File: config.mk
export PLATFORM = sky130hd
export DESIGN_NAME = song_sequencer_flat
export DESIGN_NICKNAME = d
export VERILOG_FILES = /design/src/rtl/song_sequencer_if.sv /design/src/rtl/song_sequencer.sv /design/src/flat_wrapper.sv
export SDC_FILE = /design/constraint.sdc
export NUM_CORES = 1
export LEC_CHECK = 0
export CAP_MARGIN = 20
export CORE_MARGIN = 2
export CORE_UTILIZATION = 48
export DETAILED_ROUTE_END_ITERATION = 10
export HOLD_SLACK_MARGIN = 0.12
export PLACE_DENSITY = 0.77
export SYNTH_ARGS = -nofsm -noshare
export SYNTH_HDL_FRONTEND = slang
export SYNTH_SLANG_ARGS = --single-unit
File: constraint.sdc
create_clock -name i_clk -period 1.75 [get_ports i_clk]
set_input_delay 0.35 -clock i_clk [delete_from_list [all_inputs] [get_ports i_clk]]
set_output_delay 0.35 -clock i_clk [all_outputs]
set_load 0.05 [all_outputs]
File: src/rtl/song_sequencer_if.sv
// Control bundle between the front panel / codec / song reader and song_sequencer.
// The master side drives buttons, frame strobe and song_done; the slave is the sequencer.
interface song_sequencer_if #(
    parameter int unsigned SONG_W = 2
) ();
    logic              play_button;
    logic              next_button;
    logic              playback_button;
    logic              new_frame;
    logic              song_done;
    logic              play;
    logic              reset_player;
    logic [SONG_W-1:0] song;
    logic              playback;
    logic              busy;

    modport master (
        output play_button, next_button, playback_button, new_frame, song_done,
        input  play, reset_player, song, playback, busy
    );

    modport slave (
        input  play_button, next_button, playback_button, new_frame, song_done,
        output play, reset_player, song, playback, busy
    );
endinterface

File: src/rtl/song_sequencer.sv
// Frame-aligned play/pause/next/playback sequencer for the music player.
// Button and song_done pulses are latched and only acted on at a new_frame strobe,
// so the song reader never changes state in the middle of an audio sample.
// Optional macro SONG_SEQ_AUTO_ADVANCE_EN: a finished song advances to the next one and
// keeps playing; otherwise it is rewound and paused.
module song_sequencer #(
    parameter int unsigned NUM_SONGS    = 4,
    parameter int unsigned SONG_W       = 2,
    parameter int unsigned RESET_CYCLES = 4
) (
    input  logic            i_clk,
    input  logic            i_reset,
    song_sequencer_if.slave bus_io
);
    localparam int unsigned CntW = $clog2(RESET_CYCLES + 1);

    typedef enum logic [1:0] {StPaused, StPlaying, StResetting} state_e;

    state_e            r_state, w_state_nxt;
    state_e            r_ret_state, w_ret_nxt;
    logic [CntW-1:0]   r_cnt, w_cnt_nxt;
    logic [SONG_W-1:0] r_song, w_song_nxt, w_song_inc;
    logic              r_playback, w_playback_nxt;
    logic              r_p_play, r_p_next, r_p_pb, r_p_done;
    logic              w_p_play_nxt, w_p_next_nxt, w_p_pb_nxt, w_p_done_nxt;
    logic              w_take_play, w_take_next, w_take_pb, w_take_done;
    logic              r_play, r_reset_player, r_busy;

    // Next-state decode: at most one latched command consumed per frame, done > next > play > pb
    always_comb begin
        w_state_nxt    = r_state;
        w_ret_nxt      = r_ret_state;
        w_cnt_nxt      = r_cnt;
        w_song_nxt     = r_song;
        w_playback_nxt = r_playback;
        w_take_play    = 1'b0;
        w_take_next    = 1'b0;
        w_take_pb      = 1'b0;
        w_take_done    = 1'b0;
        // Explicit compare so non-power-of-two song counts wrap correctly
        w_song_inc     = (r_song == SONG_W'(NUM_SONGS - 1)) ? '0 : r_song + SONG_W'(1);

        unique case (r_state)
            StPaused: begin
                if (bus_io.new_frame) begin
                    if (r_p_next) begin
                        w_take_next = 1'b1;
                        w_song_nxt  = w_song_inc;
                        w_ret_nxt   = StPaused;
                        w_state_nxt = StResetting;
                        w_cnt_nxt   = CntW'(RESET_CYCLES - 1);
                    end else if (r_p_play) begin
                        w_take_play = 1'b1;
                        w_state_nxt = StPlaying;
                    end else if (r_p_pb) begin
                        w_take_pb      = 1'b1;
                        w_playback_nxt = ~r_playback;
                        w_ret_nxt      = StPaused;
                        w_state_nxt    = StResetting;
                        w_cnt_nxt      = CntW'(RESET_CYCLES - 1);
                    end
                end
            end
            StPlaying: begin
                // Playback toggles are deferred until paused
                if (bus_io.new_frame) begin
                    if (r_p_done) begin
                        w_take_done = 1'b1;
                        w_state_nxt = StResetting;
                        w_cnt_nxt   = CntW'(RESET_CYCLES - 1);
`ifdef SONG_SEQ_AUTO_ADVANCE_EN
                        w_song_nxt  = w_song_inc;
                        w_ret_nxt   = StPlaying;
`else
                        w_ret_nxt   = StPaused;
`endif
                    end else if (r_p_next) begin
                        w_take_next = 1'b1;
                        w_song_nxt  = w_song_inc;
                        w_ret_nxt   = StPaused;
                        w_state_nxt = StResetting;
                        w_cnt_nxt   = CntW'(RESET_CYCLES - 1);
                    end else if (r_p_play) begin
                        w_take_play = 1'b1;
                        w_state_nxt = StPaused;
                    end
                end
            end
            StResetting: begin
                // Leaves after exactly RESET_CYCLES cycles, independent of new_frame
                if (r_cnt == '0) begin
                    w_state_nxt = r_ret_state;
                end else begin
                    w_cnt_nxt = r_cnt - CntW'(1);
                end
            end
            default: w_state_nxt = StPaused;
        endcase

        // A pulse in the consume cycle re-arms the latch so it is not lost
        w_p_play_nxt = (r_p_play & ~w_take_play) | bus_io.play_button;
        w_p_next_nxt = (r_p_next & ~w_take_next) | bus_io.next_button;
        w_p_pb_nxt   = (r_p_pb   & ~w_take_pb)   | bus_io.playback_button;
        // song_done only matters while playing; pausing discards a stale one
        w_p_done_nxt = (r_state == StPlaying) &
                       ((r_p_done & ~w_take_done & ~w_take_play) | bus_io.song_done);
    end

    // State, latches and outputs registered from the decoded next state
    always_ff @(posedge i_clk or negedge i_reset) begin
        if (!i_reset) begin
            r_state        <= StPaused;
            r_ret_state    <= StPaused;
            r_cnt          <= '0;
            r_song         <= '0;
            r_playback     <= 1'b0;
            r_p_play       <= 1'b0;
            r_p_next       <= 1'b0;
            r_p_pb         <= 1'b0;
            r_p_done       <= 1'b0;
            r_play         <= 1'b0;
            r_reset_player <= 1'b0;
            r_busy         <= 1'b0;
        end else begin
            r_state        <= w_state_nxt;
            r_ret_state    <= w_ret_nxt;
            r_cnt          <= w_cnt_nxt;
            r_song         <= w_song_nxt;
            r_playback     <= w_playback_nxt;
            r_p_play       <= w_p_play_nxt;
            r_p_next       <= w_p_next_nxt;
            r_p_pb         <= w_p_pb_nxt;
            r_p_done       <= w_p_done_nxt;
            r_play         <= (w_state_nxt == StPlaying);
            r_reset_player <= (w_state_nxt == StResetting);
            r_busy         <= (w_state_nxt == StResetting);
        end
    end

    assign bus_io.play         = r_play;
    assign bus_io.reset_player = r_reset_player;
    assign bus_io.song         = r_song;
    assign bus_io.playback     = r_playback;
    assign bus_io.busy         = r_busy;
endmodule

File: src/flat_wrapper.sv
// flat-port wrapper written by rule: the top's interface ports become plain ports
module song_sequencer_flat 
#(
    parameter int unsigned NUM_SONGS    = 4,
    parameter int unsigned SONG_W       = 2,
    parameter int unsigned RESET_CYCLES = 4
)
  (i_clk, i_reset, bus_io_play_button, bus_io_next_button, bus_io_playback_button, bus_io_new_frame, bus_io_song_done, bus_io_play, bus_io_reset_player, bus_io_song, bus_io_playback, bus_io_busy);
  song_sequencer_if #(.SONG_W(SONG_W)) bus_io_i ();
  input  logic i_clk;
  input  logic i_reset;
  input wire logic [$bits(bus_io_i.play_button)-1:0] bus_io_play_button;
  input wire logic [$bits(bus_io_i.next_button)-1:0] bus_io_next_button;
  input wire logic [$bits(bus_io_i.playback_button)-1:0] bus_io_playback_button;
  input wire logic [$bits(bus_io_i.new_frame)-1:0] bus_io_new_frame;
  input wire logic [$bits(bus_io_i.song_done)-1:0] bus_io_song_done;
  output wire logic [$bits(bus_io_i.play)-1:0] bus_io_play;
  output wire logic [$bits(bus_io_i.reset_player)-1:0] bus_io_reset_player;
  output wire logic [$bits(bus_io_i.song)-1:0] bus_io_song;
  output wire logic [$bits(bus_io_i.playback)-1:0] bus_io_playback;
  output wire logic [$bits(bus_io_i.busy)-1:0] bus_io_busy;
  assign bus_io_i.play_button = bus_io_play_button;
  assign bus_io_i.next_button = bus_io_next_button;
  assign bus_io_i.playback_button = bus_io_playback_button;
  assign bus_io_i.new_frame = bus_io_new_frame;
  assign bus_io_i.song_done = bus_io_song_done;
  assign bus_io_play = bus_io_i.play;
  assign bus_io_reset_player = bus_io_i.reset_player;
  assign bus_io_song = bus_io_i.song;
  assign bus_io_playback = bus_io_i.playback;
  assign bus_io_busy = bus_io_i.busy;
  song_sequencer #(.NUM_SONGS(NUM_SONGS), .SONG_W(SONG_W), .RESET_CYCLES(RESET_CYCLES)) u_core (.i_clk(i_clk), .i_reset(i_reset), .bus_io(bus_io_i));
endmodule
; ---- After elaboration in Yosys (flattened, before gate mapping)
; Index checks and enable logic that the tools add are counted.
[word_totals]
regBits = 16
in_bits = 7
wordCells = 102
[classes]
addsub = 2
eq_ne = 12
n_mux = 52
bitwise_logic = 17
reduce_logical = 8
[op_table]
columns = op, count
row1 = 2-bit two-way mux, 21
row2 = 3-bit two-way mux, 8
row3 = 1-bit two-way mux, 17
row4 = 3-bit case mux with 3 select lines, 1
row5 = 2-bit inequality test (second input constant), 4
row6 = 2-bit case mux with 2 select lines, 2
row7 = 1-bit NOT, 7
row8 = 7-bit AND reduction, 1
row9 = 1-bit bitwise AND, 6
row10 = 2-bit == test (second input constant), 3
row11 = 3-bit by 1-bit inequality test with 1-bit output (second input constant), 2
row12 = 2-bit case mux with 3 select lines, 1
row13 = 6-bit AND reduction, 1
row14 = 5-bit AND reduction, 1
row15 = 2-bit by 1-bit == test with 1-bit output (second input constant), 2
row16 = 1-bit bitwise OR, 4
row17 = 1-bit case mux with 2 select lines, 2
row18 = 4-bit AND reduction, 1
row19 = 3-bit zero test, 1
row20 = 3-bit inequality test (second input constant), 1
row21 = 3-bit nonzero test, 1
row22 = 3-bit by 1-bit subtractor with 3-bit output (second input constant), 1
row23 = 2-bit by 1-bit adder with 2-bit output (second input constant), 1
row24 = 2-bit zero test, 1
row25 = 2-bit nonzero test, 1

; ---- Depth between registers and ports, before layout
[depth]
depth_word = 9
mapped_depth = 7
depth_no_buf = 6

; ---- Worst setup path before layout
; No wires, ideal clock.
[synth_path]
kind = register -> register
start = register u_core.r_cnt[0]
end = register u_core.r_cnt[2]
setup_ns = 0.119
arrival_ns = 1.426
setup_slack_ns = 0.205
stages_incl_launch_ff = 8
period_less_slack_ns = 1.545
cell_sequence = dfrtp_1 inv_1 ha_1 ha_1 or3b_1 buf_6 mux2i_1 and2_1
[synth_between]
elab_chain_cells = 3
[synth_lines]
columns = element, line
row1 = start: declaration, song_sequencer.sv:21  ; logic [CntW-1:0] r_cnt, w_cnt_nxt;
row2 = start signal: assignment, song_sequencer.sv:127  ; r_cnt <= w_cnt_nxt;
row3 = 3-bit by 1-bit subtractor with 3-bit output / 3-bit zero test (equally long branches), "song_sequencer.sv:94, song_sequencer.sv:91"
row4 = 3-bit two-way mux / 2-bit inequality test (equally long branches), n/a
row5 = 3-bit case mux with 3 select lines / 7-bit AND reduction (equally long branches), n/a
; Parallel ways exist; a longest one is shown, timed or not. The select of a mux whose other input is x is not followed.
; A chain may end at the register's enable or synchronous reset.

; ---- Worst setup path in the final report
; Same ends and word-level chain as after synthesis.

==> impl_metrics.toml <==
[run_status]
status = "finished, final reports clean"

[cts]
cts_num_sinks = 14
cts_resized = 0
ctsHoldBuffers = 0
clk_pin_slew_ns = 0.08
clock_latency_ns = 0.28
cts_buffer_depth = 2
cts_buffers = 3
htreeDepth = 1
ctsRootBufferMaster = "clkbuf_4"
cts_setup_buffers = 0
cts_tree = "built"

[worst_setup_path]
cp-endpoint = "u_core.r_cnt[2]$_DFFE_PN0P_"
reg2reg_slack_ns = 0.11
reg2reg_depth = 6
crit_cells = 6
reg2reg_from = "u_core.r_cnt[0]$_DFFE_PN0P_"
worstSetupStartpoint = "u_core.r_cnt[0]$_DFFE_PN0P_"
max_stage_delay_ns = 0.47
end_kind = "register"
crit_required_ns = 1.93
start_kind = "register"
critPathBufInv = 1
r2r_end = "u_core.r_cnt[2]$_DFFE_PN0P_"
crit_family = "simple AND/OR/NAND/NOR gates"
worstPathArrival_ns = 1.81
crit_fanout = 7
path_cells = "inv_1 -> ha_1 -> ha_1 -> or3b_1 -> mux2i_1 -> and2_1"
worst-setup-path-type = "reg -> reg"
crit_slowest_cell = "or3b_1"
cp_common_cell = "ha_1"

[synth]
synth_top_flop_cell = "dfrtp_1"
synth_compound_area_share_pct = 11.22
yosysTopAreaCell = "dfrtp_1"
yosys_warnings = 0
netlist_area_um2 = 646.9
synth-edff-count = 0
syn_area_per_cell_um2 = 11.35
synthDominantCellAreaShare_pct = 54.16
yosysSeqAreaShare_pct = 54.16
synthXorXnorAreaFrac_pct = 1.354
synthMuxAreaShare_pct = 5.029
synth_common_cells = "dfrtp_1, nand2_1, nor2_1, a21o_1, inv_1"
ys_ff_latch = 14
synth_fa_ha_area_share_pct = 5.803
synth_cells = 57
synthSimpleGateAreaFrac_pct = 17.21
synthDistinctLibCells = 25
synth_most_common_cell = "dfrtp_1"
synth_area_leaders = "dfrtp_1, ha_1, a21o_1"
synthesis.nets = 67
ys_async_sr_fraction_pct = 100.0
synth_top_family_by_area = "simple AND/OR/NAND/NOR gates"

[sta]
rsz0062_at_grt = "false"
period_needed_ns = 1.636
whs_ns = 0.3768
maxSlewViolCount = 0
max_clock_freq_ghz = 0.6113
setup_viol = 0
fin_skew_ns = 0.002730
final_hold_viol_count = 0
relSlewSlack_pct = 64.72
tns_ns = 0
finalCritPeriodShare_pct = 93.48
tightestPinTransition_ns = 0.5237

[global_route]
grt_pass1_wl_mm = 1.890
grtUsageMet1_pct = 22.07
grt_max_degree = 15
grt_pass1_vias = 443
met3_usage_pct = 8.152
gr-total-overflow = 0
met2_usage_pct = 28.17
grt_usage_pct = 18.97
grt_busiest_layer = "met2"
antenna_found_initial = 0

[final_layout]
nets = 85
fillers = 107
largest_register_ffs = 3
syn2layout_area_growth_pct = 25.34
seq_area_um2 = 350.3
largest_register = "u_core.r_cnt"
post-route-util_pct = 63.10
final_area_um2 = 810.8
antennaDiodeCount = 0
multi_input_area_um2 = 262.8
drive_gt1_share_pct = 22.97

[power_and_ir_drop]
switching_share_pct = 42.00
seqPwrFrac_pct = 36.0
p_leak_nw = 0.3807
powerDensity_mw_per_mm2 = 1730
combPwrFrac_pct = 47.5
vdd_ir_drop_max_uv = 743.1
power.internal_uw = 813.5
p_clk_share_pct = 16.4
total_power_mw = 1.403
p_sw_uw = 589.1

[place]
place_congestion = 0.7882
port_buffers = 12
dp.final_hpwl_um = 841.9
placed_area_um2 = 774.5

[detailed_routing]
antenna_left = 0
viasPerCell = 5.067
wl_per_cell_um = 12.40
firstDrtPassIters = 4
wirelength_mm = 1.104
first_iter_violations = 2
via_count = 451
drc = 0

[floorplan]
num_io_pins = 13
die_height_um = 40.71
die-area_mm2 = 0.001657
rows = 13
start_util_pct = 50.34
core_mm2 = 0.001285
dieWidth_um = 40.71

[run]
drv_cap = 0

[min_path]
min_path_type = "in -> async"
==> through the flow <==
stage	worst slack, ns	instances
2_1_floorplan	0.2046	57
4_1_cts	0.1112	89
6_report	0.1142	89
5_1_grt	0.03490	89
3_3_place_gp	0.1329	85
3_5_place_dp	0.1242	85
==> cells by family (layout without fill, tap and decap cells) <==
kind of cell               count (synthesis)  in the layout
AOI/OAI and AO/OA                         10             10
xor gates and xnor gates                   1              1
adders and majority gates                  3              3
buffers and inverters                      6             23
DFF                                       14             14
muxes                                      3              3
and+or+nand+nor                           20             20
==> worst min path at each step <==
stage / from / endpoint / slack, ns / depth (start not counted)
global placement: u_core.bus_io.playback$_DFFE_PN0P_ / u_core.bus_io.playback$_DFFE_PN0P_ / 0.46 / 1
floorplan: i_reset / u_core.bus_io.play$_DFF_PN0_ / 0.05 / 0
CTS: i_reset / u_core.r_p_play$_DFF_PN0_ / 0.37 / 2
global route: i_reset / u_core.r_p_play$_DFF_PN0_ / 0.39 / 2
detailed placement: u_core.r_p_pb$_DFF_PN0_ / u_core.r_p_pb$_DFF_PN0_ / 0.50 / 1
finish: i_reset / u_core.bus_io.playback$_DFFE_PN0P_ / 0.38 / 2
==> layout make-up <==
cell class | instances | area share, %
Inverter | 4 | 1.852
Multi-Input combinational cell | 37 | 32.41
Tap cell | 15 | 2.315
Sequential cell | 14 | 43.21
Clock buffer | 4 | 4.475
Timing Repair Buffer | 15 | 15.74
==> worst reg2reg max path, cell delays in order (launching register included) <==
cell and delay, ns:
dfrtp_1 0.33, inv_1 0.06, ha_1 0.20, ha_1 0.17, or3b_1 0.47, mux2i_1 0.16
and2_1 0.16
==> placed cells by master, fill, tap and decap left out <==
master and count:
nor3b_1 2, and2_4 1, a21oi_1 1, and2_1 1
nor2_1 5, o31ai_1 1, nand4b_1 1, o211ai_1 1
dfrtp_1 14, nor2b_1 1, mux2_2 2, a21oi_2 1
clkdlybuf4s50_1 6, nand3_1 1, clkbuf_8 1, buf_4 9
xnor2_1 1, mux2i_1 1, nand3b_1 2, inv_1 4
a32oi_1 1, ha_1 3, or3b_1 1, o21ai_0 1
clkbuf_4 3, nand2_1 5, a21o_1 4
==> power by group through the flow <==
stage               Clock, mW  Combinational, mW  Sequential (mW)
floorplan                   0              0.371            0.660
global placement            0              0.653            0.504
detailed placement          0              0.673            0.513
CTS                     0.240              0.676            0.505
global route            0.260              0.738            0.520
finish                  0.230              0.667            0.505
==> metal layers <==
metal	wire length [µm]	vias to the layer above	part of all wire, %
li1	-	230	-
met2	537	16	49
met4	15	0	1.4
met3	49	2	4.4
met1	500	203	45
met5	0	-	0
Power figures use the tool's default switching activity.
